--- src/rtl/riscv_pkg.sv ---
// Shared opcode constants, forward-select encoding and the shadow-pipeline entry
// type used by the hazard/forward unit.
package riscv_pkg;

  localparam int unsigned RF_AW = 5;

  localparam logic [6:0] OPC_LOAD   = 7'b0000011;
  localparam logic [6:0] OPC_STORE  = 7'b0100011;
  localparam logic [6:0] OPC_BRANCH = 7'b1100011;
  localparam logic [6:0] OPC_JAL    = 7'b1101111;
  localparam logic [6:0] OPC_JALR   = 7'b1100111;
  localparam logic [6:0] OPC_LUI    = 7'b0110111;
  localparam logic [6:0] OPC_AUIPC  = 7'b0010111;
  localparam logic [6:0] OPC_OP     = 7'b0110011;
  localparam logic [6:0] OPC_OPIMM  = 7'b0010011;

  typedef enum logic [1:0] {
    FWD_RF = 2'b00,
    FWD_M  = 2'b01,
    FWD_W  = 2'b10
  } fwd_sel_e;

  typedef struct packed {
    logic             v;
    logic [RF_AW-1:0] rd;
    logic             wen;
    logic             is_load;
  } shadow_entry_t;

  // x0 is hardwired, so it never matches a producer.
  function automatic logic entry_match(shadow_entry_t e, logic [RF_AW-1:0] r);
    return e.v & e.wen & (e.rd == r) & (r != '0);
  endfunction

endpackage

--- src/rtl/hazard_inst_decode.sv ---
// Combinational field extraction and hazard-relevant flags for the D-stage instruction.
module hazard_inst_decode
  import riscv_pkg::*;
#(
  parameter int unsigned REG_ADDR_W = 5,
  parameter int unsigned INST_W     = 32
) (
  input  logic [INST_W-1:0]     inst_i,
  input  logic                  valid_i,
  output logic [REG_ADDR_W-1:0] rs1_o,
  output logic [REG_ADDR_W-1:0] rs2_o,
  output logic [REG_ADDR_W-1:0] rd_o,
  output logic                  rs1_used_o,
  output logic                  rs2_used_o,
  output logic                  wen_o,
  output logic                  is_load_o,
  output logic                  is_store_o
);

  logic [6:0] opc;
  logic       rs1u, rs2u, wen, ld, st;
  logic       unused_bits;

  assign opc         = inst_i[6:0];
  assign rd_o        = inst_i[7 +: REG_ADDR_W];
  assign rs1_o       = inst_i[15 +: REG_ADDR_W];
  assign rs2_o       = inst_i[20 +: REG_ADDR_W];
  assign unused_bits = ^{inst_i[INST_W-1:25], inst_i[14:12]};

  always_comb begin
    rs1u = 1'b0;
    rs2u = 1'b0;
    wen  = 1'b0;
    ld   = 1'b0;
    st   = 1'b0;
    case (opc)
      OPC_OP:     begin rs1u = 1'b1; rs2u = 1'b1; wen = 1'b1; end
      OPC_OPIMM:  begin rs1u = 1'b1; wen = 1'b1; end
      OPC_LOAD:   begin rs1u = 1'b1; wen = 1'b1; ld = 1'b1; end
      OPC_STORE:  begin rs1u = 1'b1; rs2u = 1'b1; st = 1'b1; end
      OPC_BRANCH: begin rs1u = 1'b1; rs2u = 1'b1; end
      OPC_JAL:    wen = 1'b1;
      OPC_JALR:   begin rs1u = 1'b1; wen = 1'b1; end
      OPC_LUI:    wen = 1'b1;
      OPC_AUIPC:  wen = 1'b1;
      default:    rs1u = 1'b1;
    endcase
  end

  // A bubble neither consumes nor produces anything.
  assign rs1_used_o = valid_i & rs1u;
  assign rs2_used_o = valid_i & rs2u;
  assign wen_o      = valid_i & wen & (rd_o != '0);
  assign is_load_o  = valid_i & ld;
  assign is_store_o = valid_i & st;

endmodule

--- src/rtl/hazard_forward_unit.sv ---
// Operand/store forward selects plus stall/flush controls from an X/M/W shadow pipeline.
// Optional macro LOAD_STORE_FWD_EN: load->store-data forwarding without a stall.
module hazard_forward_unit
  import riscv_pkg::*;
#(
  parameter int unsigned REG_ADDR_W = 5,
  parameter int unsigned INST_W     = 32
) (
  input  logic              clk_i,
  input  logic              rst_ni,
  input  logic [INST_W-1:0] inst_D_i,
  input  logic              valid_D_i,
  input  logic              redirect_X_i,
  output logic [3:0]        opforward_D_o,
  output logic [1:0]        opforward_Dstore_o,
  output logic              stall_F_o,
  output logic              stall_D_o,
  output logic              flush_D_o,
  output logic              flush_X_o
);

  logic [REG_ADDR_W-1:0] rs1, rs2, rd;
  logic                  rs1_used, rs2_used, wen, is_load, is_store;
  shadow_entry_t         sh_x, sh_m, sh_w, d_entry;
  fwd_sel_e              sel1, sel2;
  logic                  m1x, m1m, m2x, m2m, lu1, lu2, st_fwd, load_use, flush_x;
  logic [1:0]            dstore;
  logic                  unused_w;

  hazard_inst_decode #(
    .REG_ADDR_W (REG_ADDR_W),
    .INST_W     (INST_W)
  ) u_dec (
    .inst_i     (inst_D_i),
    .valid_i    (valid_D_i),
    .rs1_o      (rs1),
    .rs2_o      (rs2),
    .rd_o       (rd),
    .rs1_used_o (rs1_used),
    .rs2_used_o (rs2_used),
    .wen_o      (wen),
    .is_load_o  (is_load),
    .is_store_o (is_store)
  );

  assign d_entry = '{v: valid_D_i, rd: rd, wen: wen, is_load: is_load};

  // W is tracked for completeness; the register file writes through, so it never forwards.
  assign unused_w = ^sh_w;

  assign m1x = entry_match(sh_x, rs1);
  assign m1m = entry_match(sh_m, rs1);
  assign m2x = entry_match(sh_x, rs2);
  assign m2m = entry_match(sh_m, rs2);

  always_comb begin
    sel1 = FWD_RF;
    sel2 = FWD_RF;
    if (rs1_used) sel1 = m1x ? FWD_M : (m1m ? FWD_W : FWD_RF);
    if (rs2_used) sel2 = m2x ? FWD_M : (m2m ? FWD_W : FWD_RF);

    lu1 = sh_x.is_load & rs1_used & m1x;
    lu2 = sh_x.is_load & rs2_used & m2x;
`ifdef LOAD_STORE_FWD_EN
    // Store data is needed only in M, when the load result is already on the W bus.
    st_fwd = is_store & lu2 & ~lu1;
`else
    st_fwd = 1'b0;
`endif
    dstore = '0;
    if (st_fwd) begin
      sel2   = FWD_RF;
      dstore = 2'b01;
    end
    load_use = (lu1 | lu2) & ~st_fwd;
    flush_x  = load_use | redirect_X_i;
  end

`ifndef LOAD_STORE_FWD_EN
  logic unused_store;
  assign unused_store = is_store;
`endif

  assign opforward_D_o      = (rst_ni & ~load_use) ? {sel1, sel2} : '0;
  assign opforward_Dstore_o = (rst_ni & ~load_use) ? dstore : '0;
  assign stall_F_o          = rst_ni & load_use & ~redirect_X_i;
  assign stall_D_o          = rst_ni & load_use & ~redirect_X_i;
  assign flush_D_o          = rst_ni & redirect_X_i;
  assign flush_X_o          = rst_ni & flush_x;

  always_ff @(posedge clk_i or negedge rst_ni) begin
    if (!rst_ni) begin
      sh_x <= '0;
      sh_m <= '0;
      sh_w <= '0;
    end else begin
      sh_w <= sh_m;
      sh_m <= sh_x;
      sh_x <= flush_x ? '0 : d_entry;
    end
  end

endmodule

--- config.mk ---
export PLATFORM = sky130hd
export DESIGN_NAME = hazard_forward_unit
export DESIGN_NICKNAME = d
export VERILOG_FILES = /design/src/rtl/riscv_pkg.sv /design/src/rtl/hazard_inst_decode.sv /design/src/rtl/hazard_forward_unit.sv
export SDC_FILE = /design/constraint.sdc
export NUM_CORES = 1
export LEC_CHECK = 0
export ABC_AREA = 0
export CAP_MARGIN = 0
export CORE_UTILIZATION = 44
export DETAILED_ROUTE_END_ITERATION = 7
export GPL_TIMING_DRIVEN = 0
export PLACE_DENSITY = 0.92
export SETUP_SLACK_MARGIN = 0.3
export SYNTH_ARGS = -nofsm -noshare
export SYNTH_HDL_FRONTEND = slang
export SYNTH_SLANG_ARGS = --single-unit
--- constraint.sdc ---
create_clock -name clk_i -period 4.3 [get_ports clk_i]
set_clock_uncertainty 0.2 [all_clocks]
set_input_delay 0.645 -clock clk_i [delete_from_list [all_inputs] [get_ports clk_i]]
set_output_delay 0.645 -clock clk_i [all_outputs]
set_load 0.01 [all_outputs]
### Word level (Yosys, flattened, before mapping)

Cells that the tools add are included.

* output and inout port bits: 10
* bits in registers: 15
* logic and storage cells: 66

* bitwise operators: 28
* muxes and demuxes: 12
* reduce and logical (&&, ||, !) cells: 6
* equality and inequality tests: 13

Operator list (count)
* $and 1x1->1: 24
* $eq 7x6->1 const B: 3
* $eq 7x7->1 const B: 3
* $eq 5x5->1: 4
* $reduce_bool 5->1: 3
* $eq 7x5->1 const B: 2
* $mux 2: 6
* $mux 8: 1
* $eq 7x2->1 const B: 1
* $reduce_or 7->1: 1
* $reduce_or 3->1: 2
* $mux 1: 4
* $mux 4: 1
* $not 1->1: 2
* $or 1x1->1: 2

### Longest topological paths before layout

Gate-level depths: netlist of the first run.

* depth in word-level cells: 10
* gate-level depth with buffers: 6
* mapped depth without buffers: 5

### Hierarchy

Synthesis of the first run repeated with hierarchy kept, for this count alone.

* cell total of the unflattened synthesis: 115
* area total of the unflattened synthesis: 1152.4 um^2

By module, submodules not included
* hazard_forward_unit: seq. area each 375.4 um^2, cells an instance 82, times used 1, area an instance 918.4 um^2
* hazard_inst_decode: seq. area each 0.0 um^2, cells an instance 33, times used 1, area an instance 234.0 um^2

### Worst setup path before layout of the first run

OpenSTA, ideal clock, no wires.

* path kind: input-to-output
* from: in inst_D_i[22]
* to: out stall_F_o
* slack: 1343 ps
* required time: 3455 ps
* cell stages on the path: 6
* path buffers: 1
* arrival: 2112 ps
* path through: xor2_1 > or4_4 > nor3_4 > a22o_1 > and4b_1 > buf_4

* cells in the longest elaborated chain, start to end: 7
* elaborated cells on any way between the ends: 8

RTL lines
* start, declared: line hazard_forward_unit.sv:11 `input logic [INST_W-1:0] inst_D_i,`
* $eq 5x5->1: line riscv_pkg.sv:32 `return e.v & e.wen & (e.rd == r) & (r != '0);`
* $and 1x1->1: line riscv_pkg.sv:32
* $and 1x1->1 (*): line riscv_pkg.sv:32
* $and 1x1->1 (*): line hazard_forward_unit.sv:63 `lu2 = sh_x.is_load & rs2_used & m2x;`
* $or 1x1->1 (*): line hazard_forward_unit.sv:75 `load_use = (lu1 | lu2) & ~st_fwd;`
* $and 1x1->1 (*) (2 in a row)
* end, declared: line hazard_forward_unit.sv:16 `output logic stall_F_o,`

Mark *: on every way between the ends. The rest lies on a longest branch, timed or not.

### Worst setup path after layout of the first run

* from: in inst_D_i[16]
* to: out opforward_D_o[1]

* cells in the longest elaborated chain, start to end: 8
* elaborated cells on any way between the ends: 9

RTL lines
* $eq 5x5->1: line riscv_pkg.sv:32
* $and 1x1->1: line riscv_pkg.sv:32
* $and 1x1->1 (*): line riscv_pkg.sv:32
* $and 1x1->1 (*): line hazard_forward_unit.sv:62 `lu1 = sh_x.is_load & rs1_used & m1x;`
* $or 1x1->1 (*): line hazard_forward_unit.sv:75
* $not 1->1 (*)
* $and 1x1->1 (*)
* $mux 4 (*): line hazard_forward_unit.sv:84 `assign opforward_D_o = (rst_ni & ~load_use) ? {sel1, sel2} : '0;`
* end, declared: line hazard_forward_unit.sv:14 `output logic [3:0] opforward_D_o,`

Marks and branches as above.

==> qor.log, run 1 <==
qor: clock_network.cts_buffer_depth 2
qor: timing.timing_hold_violations_final 0
qor: worst_setup_path.cp-end-kind primary output
qor: routing.drt.antenna.violating_nets 0
qor: placement.port_buffers 33
qor: die.die_h 50.5 um
qor: die.rows 17
qor: routing.routed_via_density 5.64
qor: placement.place.detailed.hpwl 2.03 mm
qor: timing.clock.fmax 258 MHz
qor: routing.drt_iter0_drc 18
qor: worst_setup_path.crit_required 3.45 ns
qor: timing.max-slew-margin-rel 45.6%
qor: clock_network.clk_pin_slew 0.08 ns
qor: worst_setup_path.path_max_fanout 8
qor: hold_path.holdCritPathClass register to register
qor: final_layout.finish.cell_count_without_fillers 164
qor: grt.grt_pass1_wl 4.15 mm
qor: grt.grt_pass1_vias 951
qor: timing.period_share 90.2%
qor: placement.routabilityCongestion 0.802
qor: worst_setup_path.sequence_of_cells_on_the_critical_path clkdlybuf4s50_1 > or4_4 > nor2_4 > nor4_2 > and3_4 > buf_6 > nor4b_2 > clkdlybuf4s50_1
qor: pwr.irDropWorstVdd 211 uV
qor: synthesis.synth_area 1030 um2
qor: final_layout.diodes 0
qor: timing.grt_setup_unrepaired no
qor: timing.pin_slew_with_the_least_headroom_to_its_limit 0.816 ns
qor: job.timing.max_cap.violations 0
qor: synthesis.synth.distinct_cells 35
qor: synthesis.syn_avg_cell_area 10.8 um2
qor: synthesis.postSynthCellCount 96
qor: routing.via_count 925
qor: clock_network.clock_insertion_delay_at_the_later_pin_of_the_skew_report 0.28 ns
qor: synthesis.synth_warnings 0
qor: worst_setup_path.worst_path_largest_cell_delay 0.59 ns
qor: timing.timing.setup.tns 0 ns
qor: worst_setup_path.register_to_register_path_setup_slack 2.20 ns
qor: die.core-area 2210 um2
qor: routing.drc 0
qor: die.boundaryPins 46
qor: clock_network.cts_sinks 15
qor: run_status.status complete, no violations
qor: worst_setup_path.timing.critical_path.mode_cell sky130_fd_sc_hd__clkdlybuf4s50_1
qor: worst_setup_path.critical_path_class input pin to primary output
qor: final_layout.mostFrequentLayoutCells sky130_fd_sc_hd__clkdlybuf4s50_1, sky130_fd_sc_hd__dfrtp_1, sky130_fd_sc_hd__xor2_1, sky130_fd_sc_hd__xnor2_1, sky130_fd_sc_hd__nand3_1
qor: die.die_w 50.5 um
qor: grt.grt_antenna_before_repair 0
qor: grt.global_route.overflow_total 0
qor: timing.report.final.setup_viol 0
qor: clock_network.cts_root_buf sky130_fd_sc_hd__clkbuf_4
qor: die.die-area 2550 um2
qor: worst_setup_path.cpMaxStageDelayCell sky130_fd_sc_hd__clkdlybuf4s50_1
qor: routing.wirelength 2.62 mm
qor: clock_network.cts.htree.levels 1
qor: final_layout.layout-drive-gt1-share 18.4%
qor: worst_setup_path.timing.rr.start sh_x[4]
qor: timing.layout_min_cycle_time 3.88 ns
qor: final_layout.mostFrequentLayoutCell sky130_fd_sc_hd__clkdlybuf4s50_1
qor: grt.grt_max_degree 22
qor: timing.drv_slew 0
qor: placement.place_inst 158
qor: synthesis.seq_total_area_yosys 36.3%
qor: final_layout.syn_to_final_growth 40.7%
qor: hold_path.startpoint_of_the_tightest_hold_check_path sh_x[1]
qor: clock_network.cts_inserted_buffers 3
qor: pwr.power_leakage 0.588 nW
qor: routing.wire_per_inst 16.0 um
qor: die.floorplan.initialDensity 46.7%
qor: worst_setup_path.cp-start-kind input pin
qor: clock_network.tritoncts yes
qor: synthesis.ys_seq_elements 15
qor: worst_setup_path.crit_arrival 3.03 ns
qor: pwr.power.density 208 nW/um2
qor: routing.firstDrtPassIters 4
qor: worst_setup_path.crit_path_end opforward_D_o[1]
qor: worst_setup_path.reg2regPathDepth 6
qor: worst_setup_path.worst_setup_path_startpoint inst_D_i[16]
qor: grt.groute.usage.overall 22.7%
qor: final_layout.nNetsFinal 173
qor: worst_setup_path.r2r_end sh_x[0]
## power by group
part	total (mW)	switching, mW	leakage [nW]	internal, mW
combinational	0.0704	0.0310	0.377	0.0394
clock	0.0789	0.0428	0.0150	0.0361
sequential	0.153	0.00575	0.196	0.147
total	0.302	0.0795	0.588	0.222
## routing by layer
layer | track usage [%] | part of all wire, % | up-vias
met5 | 0 | 0 | -
met4 | 9.72 | 2.5 | 0
met3 | 4.55 | 4.3 | 10
met2 | 43.6 | 54 | 39
met1 | 23.3 | 39 | 441
li1 | - | - | 435
## cell usage after synthesis
cell,instances,share of area (%)
sky130_fd_sc_hd__o311a_1,1,0.97
sky130_fd_sc_hd__and4b_1,2,1.9
sky130_fd_sc_hd__nor3_4,1,1.6
sky130_fd_sc_hd__and4b_2,1,1.1
sky130_fd_sc_hd__a21o_1,1,0.73
sky130_fd_sc_hd__and3_4,1,1.1
sky130_fd_sc_hd__nor4_1,3,1.8
sky130_fd_sc_hd__clkbuf_1,1,0.36
sky130_fd_sc_hd__nor4_2,3,3.6
sky130_fd_sc_hd__dfrtp_1,15,36
sky130_fd_sc_hd__nor2b_1,1,0.61
sky130_fd_sc_hd__nor3_1,3,1.5
sky130_fd_sc_hd__nand3b_1,1,0.73
sky130_fd_sc_hd__a2111oi_0,1,0.85
sky130_fd_sc_hd__inv_1,2,0.73
sky130_fd_sc_hd__and2_1,1,0.61
sky130_fd_sc_hd__or4_1,2,1.5
sky130_fd_sc_hd__nand4_1,2,1.2
sky130_fd_sc_hd__buf_4,4,2.9
sky130_fd_sc_hd__and3_1,1,0.61
sky130_fd_sc_hd__and4_1,1,0.85
sky130_fd_sc_hd__o31a_1,1,0.85
sky130_fd_sc_hd__or4_4,2,2.2
sky130_fd_sc_hd__nor2_4,1,1.1
sky130_fd_sc_hd__xor2_1,10,8.5
sky130_fd_sc_hd__nand3_1,7,3.4
sky130_fd_sc_hd__nand2_1,4,1.5
sky130_fd_sc_hd__buf_6,1,1.1
sky130_fd_sc_hd__nor2_1,2,0.73
sky130_fd_sc_hd__a211oi_1,2,1.5
sky130_fd_sc_hd__conb_1,1,0.36
sky130_fd_sc_hd__a311oi_1,1,0.85
sky130_fd_sc_hd__xnor2_1,10,8.5
sky130_fd_sc_hd__nor4b_2,5,7.3
sky130_fd_sc_hd__a22o_1,1,0.85
## kinds of logic (layout without fill, tap and decap cells)
logic type                count (synthesis)  after routing  share of synthesized area (%)
AOI/OAI and AO/OA                         8              8                           6.54
xor gates and xnor gates                 20             20                           16.9
buffers and inverters                     8             47                           5.08
DFF                                      15             15                           36.3
other                                     1              2                          0.363
and+or+nand+nor                          44             44                           34.7
## sequential cells by signal, summed over array words and instances (netlist names)
register and count:
sh_m 7, sh_x 8
## cell type report
class / instances / area [um2]
fillers: 171 / 758
flip-flops and latches: 15 / 375
repair buffers: 35 / 349
clock buffers: 4 / 26.3
plain buffers: 6 / 45.0
inverters: 2 / 7.51
well taps: 28 / 35.0
multi-input cells: 74 / 616
## per-stage QoR
stage | area (um2) | hold WS (ns) | setup WS (ns) | total power [mW] | util (%)
2_1_floorplan | 1040 | 0.149 | 1.34 | 0.185 | -
4_1_cts | 1440 | 0.181 | 0.364 | 0.304 | 64.9
3_5_place_dp | 1400 | 0.162 | 0.264 | 0.226 | 63.4
6_report | 1450 | 0.180 | 0.420 | 0.302 | 65.7
3_3_place_gp | 1400 | 0.160 | 0.272 | 0.222 | 63.4
5_1_grt | 1450 | 0.197 | 0.320 | 0.317 | 65.7
## worst min path at each step
stage,end,slack (ns),cells past startpoint
floorplan,sh_m[1],0.15,0
global placement,sh_m[7],0.16,0
detailed placement,sh_m[1],0.16,0
CTS,sh_m[1],0.18,0
global route,sh_m[7],0.20,0
finish,sh_m[1],0.18,0
## worst max-delay path, delay by kind of cell
| family | cells | cell delay [ns] |
|---|---|---|
| and+or+nand+nor | 5 | 1.17 |
| buffers and inverters | 3 | 1.20 |
## repair_timing
action | CTS | global route
setup buffers | 1 | 1
gates resized for setup | 1 | 3
endpoints found under the setup margin | 2 | 2
hold buffers | 0 | 0
pin swaps | 1 | 1
Note: power is estimated with default switching activity, not from simulation.
==> run 2: changes to the inputs <==
--- a/config.mk
+++ b/config.mk
@@ -7,10 +7,10 @@
 export LEC_CHECK = 0
 export ABC_AREA = 0
 export CAP_MARGIN = 0
-export CORE_UTILIZATION = 44
+export CORE_UTILIZATION = 41
 export DETAILED_ROUTE_END_ITERATION = 7
 export GPL_TIMING_DRIVEN = 0
-export PLACE_DENSITY = 0.92
+export PLACE_DENSITY = 0.87
 export SETUP_SLACK_MARGIN = 0.3
 export SYNTH_ARGS = -nofsm -noshare
 export SYNTH_HDL_FRONTEND = slang
==> constraint.sdc (replaced) <==
create_clock -name clk_i -period 3.6 [get_ports clk_i]
set_clock_uncertainty 0.2 [all_clocks]
set_input_delay 0.54 -clock clk_i [delete_from_list [all_inputs] [get_ports clk_i]]
set_output_delay 0.54 -clock clk_i [all_outputs]
set_load 0.01 [all_outputs]
==> run 2 against run 1 <==
- first-iteration DRC count grew 56%
- setup slack lost 0.087 ns
- design area grew 5.0%
- non-clock buffer count grew 4
- sequential share of layout area shrank 1.2 points
- wire length grew 5.7%
- count of clock-buffer cells in the layout shrank 1
- clock power grew 28%
- highest routed layer unchanged
==> qor.log, run 2 (synthesis results as in run 1) <==
qor: final_layout.fill_cells 191 [+12%]
qor: timing.report.final.setup_viol 0 [unchanged]
qor: final_layout.layout-drive-gt1-share 25.7% [+7.3 points]
qor: clock_network.post_cts_hold_buffer_count 0 [unchanged]
qor: worst_setup_path.cpMaxStageDelayCell sky130_fd_sc_hd__clkdlybuf4s50_1
qor: timing.timing.setup.tns 0 ns [unchanged]
qor: routing.via_count 972 [+5.1%]
qor: final_layout.multi_input_area 656 um2 [+6.5%]
qor: hold_path.holdCritPathClass input pin to async pin
qor: grt.groute.usage.overall 21.2% [-1.5 points]
qor: timing.layout_min_cycle_time 3.27 ns
qor: routing.wirelength 2.77 mm [+5.7%]
qor: final_layout.mostFrequentLayoutCell sky130_fd_sc_hd__dfrtp_1
qor: final_layout.syn_to_final_growth 47.7%
qor: die.boundaryPins 46 [unchanged]
qor: placement.place.detailed.hpwl 1.92 mm [-5.4%]
qor: pwr.power.density 243 nW/um2 [+17%]
qor: placement.dpl_cell_area 1400 um2 [unchanged]
qor: die.core-area 2300 um2 [+3.8%]
qor: worst_setup_path.cp-start-kind input pin
qor: final_layout.seq_area 375 um2 [unchanged]
qor: clock_network.tritoncts yes
qor: placement.port_buffers 33 [unchanged]
qor: placement.place_inst 158 [unchanged]
qor: timing.period_share 90.7%
qor: routing.routed_via_density 5.79 [+2.6%]
qor: die.die_h 52.2 um [+3.4%]
qor: clock_network.cts_inserted_buffers 3 [unchanged]
qor: clock_network.cts_root_buf sky130_fd_sc_hd__clkbuf_4
qor: placement.routabilityCongestion 0.826 [+3.0%]
qor: clock_network.cts.htree.levels 1 [unchanged]
qor: die.die_w 52.2 um [+3.4%]
qor: timing.timing_hold_violations_final 0 [unchanged]
qor: worst_setup_path.crit_arrival 2.53 ns [-0.50 ns]
qor: routing.drc 0 [unchanged]
qor: grt.grt_pass1_vias 928 [-2.4%]
qor: timing.drv_slew 0 [unchanged]
qor: pwr.power_leakage 0.692 nW [+18%]
qor: final_layout.finish.cell_count_without_fillers 168 [+2.4%]
qor: routing.wire_per_inst 16.5 um [+3.1%]
qor: final_layout.diodes 0 [unchanged]
qor: grt.grt_pass1_wl 4.17 mm [+0.68%]
qor: timing.pin_slew_with_the_least_headroom_to_its_limit 0.582 ns [-0.234 ns]
qor: final_layout.mostFrequentLayoutCells sky130_fd_sc_hd__dfrtp_1, sky130_fd_sc_hd__clkdlybuf4s50_1, sky130_fd_sc_hd__dlygate4sd2_1
qor: worst_setup_path.sequence_of_cells_on_the_critical_path clkdlybuf4s50_1 > nand3b_1 > o311a_1 > a22o_1 > and4b_1 > buf_4 > dlygate4sd2_1
qor: grt.grt_antenna_before_repair 0 [unchanged]
qor: grt.grt_max_degree 22 [unchanged]
qor: final_layout.largest_register sh_x
qor: job.timing.max_cap.violations 0 [unchanged]
qor: clock_network.clock_insertion_delay_at_the_later_pin_of_the_skew_report 0.29 ns [about the same]
qor: grt.global_route.overflow_total 0 [unchanged]
qor: die.floorplan.initialDensity 45.0% [-1.7 points]
qor: timing.grt_setup_unrepaired no
qor: worst_setup_path.cp_num_buf_inv 3 [unchanged]
qor: die.die-area 2730 um2 [+7.0%]
qor: worst_setup_path.crit_required 2.86 ns [-0.59 ns]
qor: clock_network.cts_buffer_depth 2 [unchanged]
qor: routing.drt_iter0_drc 28 [+10]
qor: timing.clock.fmax 306 MHz
qor: final_layout.biggestRegsByFlops sh_x x8, sh_m x7
qor: run_status.status complete, no violations
qor: final_layout.nNetsFinal 177 [+2.3%]
qor: routing.firstDrtPassIters 4 [unchanged]
qor: pwr.irDropWorstVdd 203 uV [-3.9%]
qor: timing.max-slew-margin-rel 60.2% [+15 points]
qor: worst_setup_path.cp-end-kind primary output
qor: clock_network.cts_sinks 15 [unchanged]
qor: die.rows 17 [unchanged]
qor: worst_setup_path.worst_path_largest_cell_delay 0.53 ns [-0.06 ns]
qor: worst_setup_path.critical_path_class input pin to primary output
qor: clock_network.clk_pin_slew 0.10 ns [+0.02 ns]
qor: worst_setup_path.path_max_fanout 4 [-4]
qor: final_layout.final_cell_area 1530 um2 [+5.0%]
qor: routing.drt.antenna.violating_nets 0 [unchanged]
qor: worst_setup_path.critPathTopFamily buffers and inverters
qor: final_layout.final_util 66.4% [+0.72 points]
qor: final_layout.largest_register_ff_count 8 [unchanged]
## run 2: cell types whose count changed in the layout (fill, tap and decap cells not counted), moves of 2 or more
| cell | before | now |
|---|---|---|
| sky130_fd_sc_hd__clkdlybuf4s50_1 | 30 | 14 |
| sky130_fd_sc_hd__dlygate4sd2_1 | 1 | 12 |
| sky130_fd_sc_hd__dlymetal6s2s_1 | 2 | 6 |
| sky130_fd_sc_hd__buf_4 | 6 | 9 |
| sky130_fd_sc_hd__nor4_4 | 0 | 2 |
## run 2: metal layers
layer	share of wire (%)	GRT usage, %	vias to the layer above	wire length [um]
li1	-	-	443	-
met1	41	25.3	465	1140
met5	0	0	-	0
met2	50	38.5	60	1400
met3	6.7	4.06	4	186
met4	1.6	5.70	0	44
## run 2: power by group
part,switching [mW],internal [mW],total [mW],leakage [nW]
sequential,0.00670,0.175,0.182,0.196
clock,0.0601,0.0414,0.101,0.0177
combinational,0.0416,0.0462,0.0878,0.477
total,0.108,0.263,0.371,0.692
## run 2: path summary, 6_finish.rpt
path | from | end | slack, ns | depth (start not counted)
min in group clk_i | sh_x[7] | sh_m[7] | 0.21 | 0
hold / removal | rst_ni | sh_x[1] | 0.08 | 1
setup reg to reg | sh_x[4] | sh_x[1] | 1.55 | 6
max in group asynchronous | rst_ni | sh_x[2] | 2.79 | 1
setup / recovery | inst_D_i[0] | stall_F_o | 0.33 | 7
hold reg to reg | sh_x[7] | sh_m[7] | 0.21 | 0
## run 2: what timing repair did
| item | in CTS | in global routing |
|---|---|---|
| setup endpoints to repair | 6 | 5 |
| gates resized for setup | 19 | 12 |
| setup buffers | 4 | 2 |
| gates cloned | 0 | 0 |
| pin swaps | 2 | 4 |
## run 2: layout make-up
cell class	count	area share, %
clock buffer	3	1.48
sequential	15	24.6
multi-input combinational	74	43.0
inverter	2	0.492
buffer	6	3.20
timing repair buffer	39	24.7
clock inverter	1	0.328
tap	28	2.30
## run 2: through the flow
step                      setup slack (ns)  hold WS, ns  power (mW)
after floorplan                      0.853       0.0444       0.221
after global placement              -0.231        0.182       0.267
after detailed placement            -0.283        0.182       0.269
after CTS                            0.310       0.0960       0.366
after global routing                 0.290        0.102       0.387
final                                0.333       0.0839       0.371
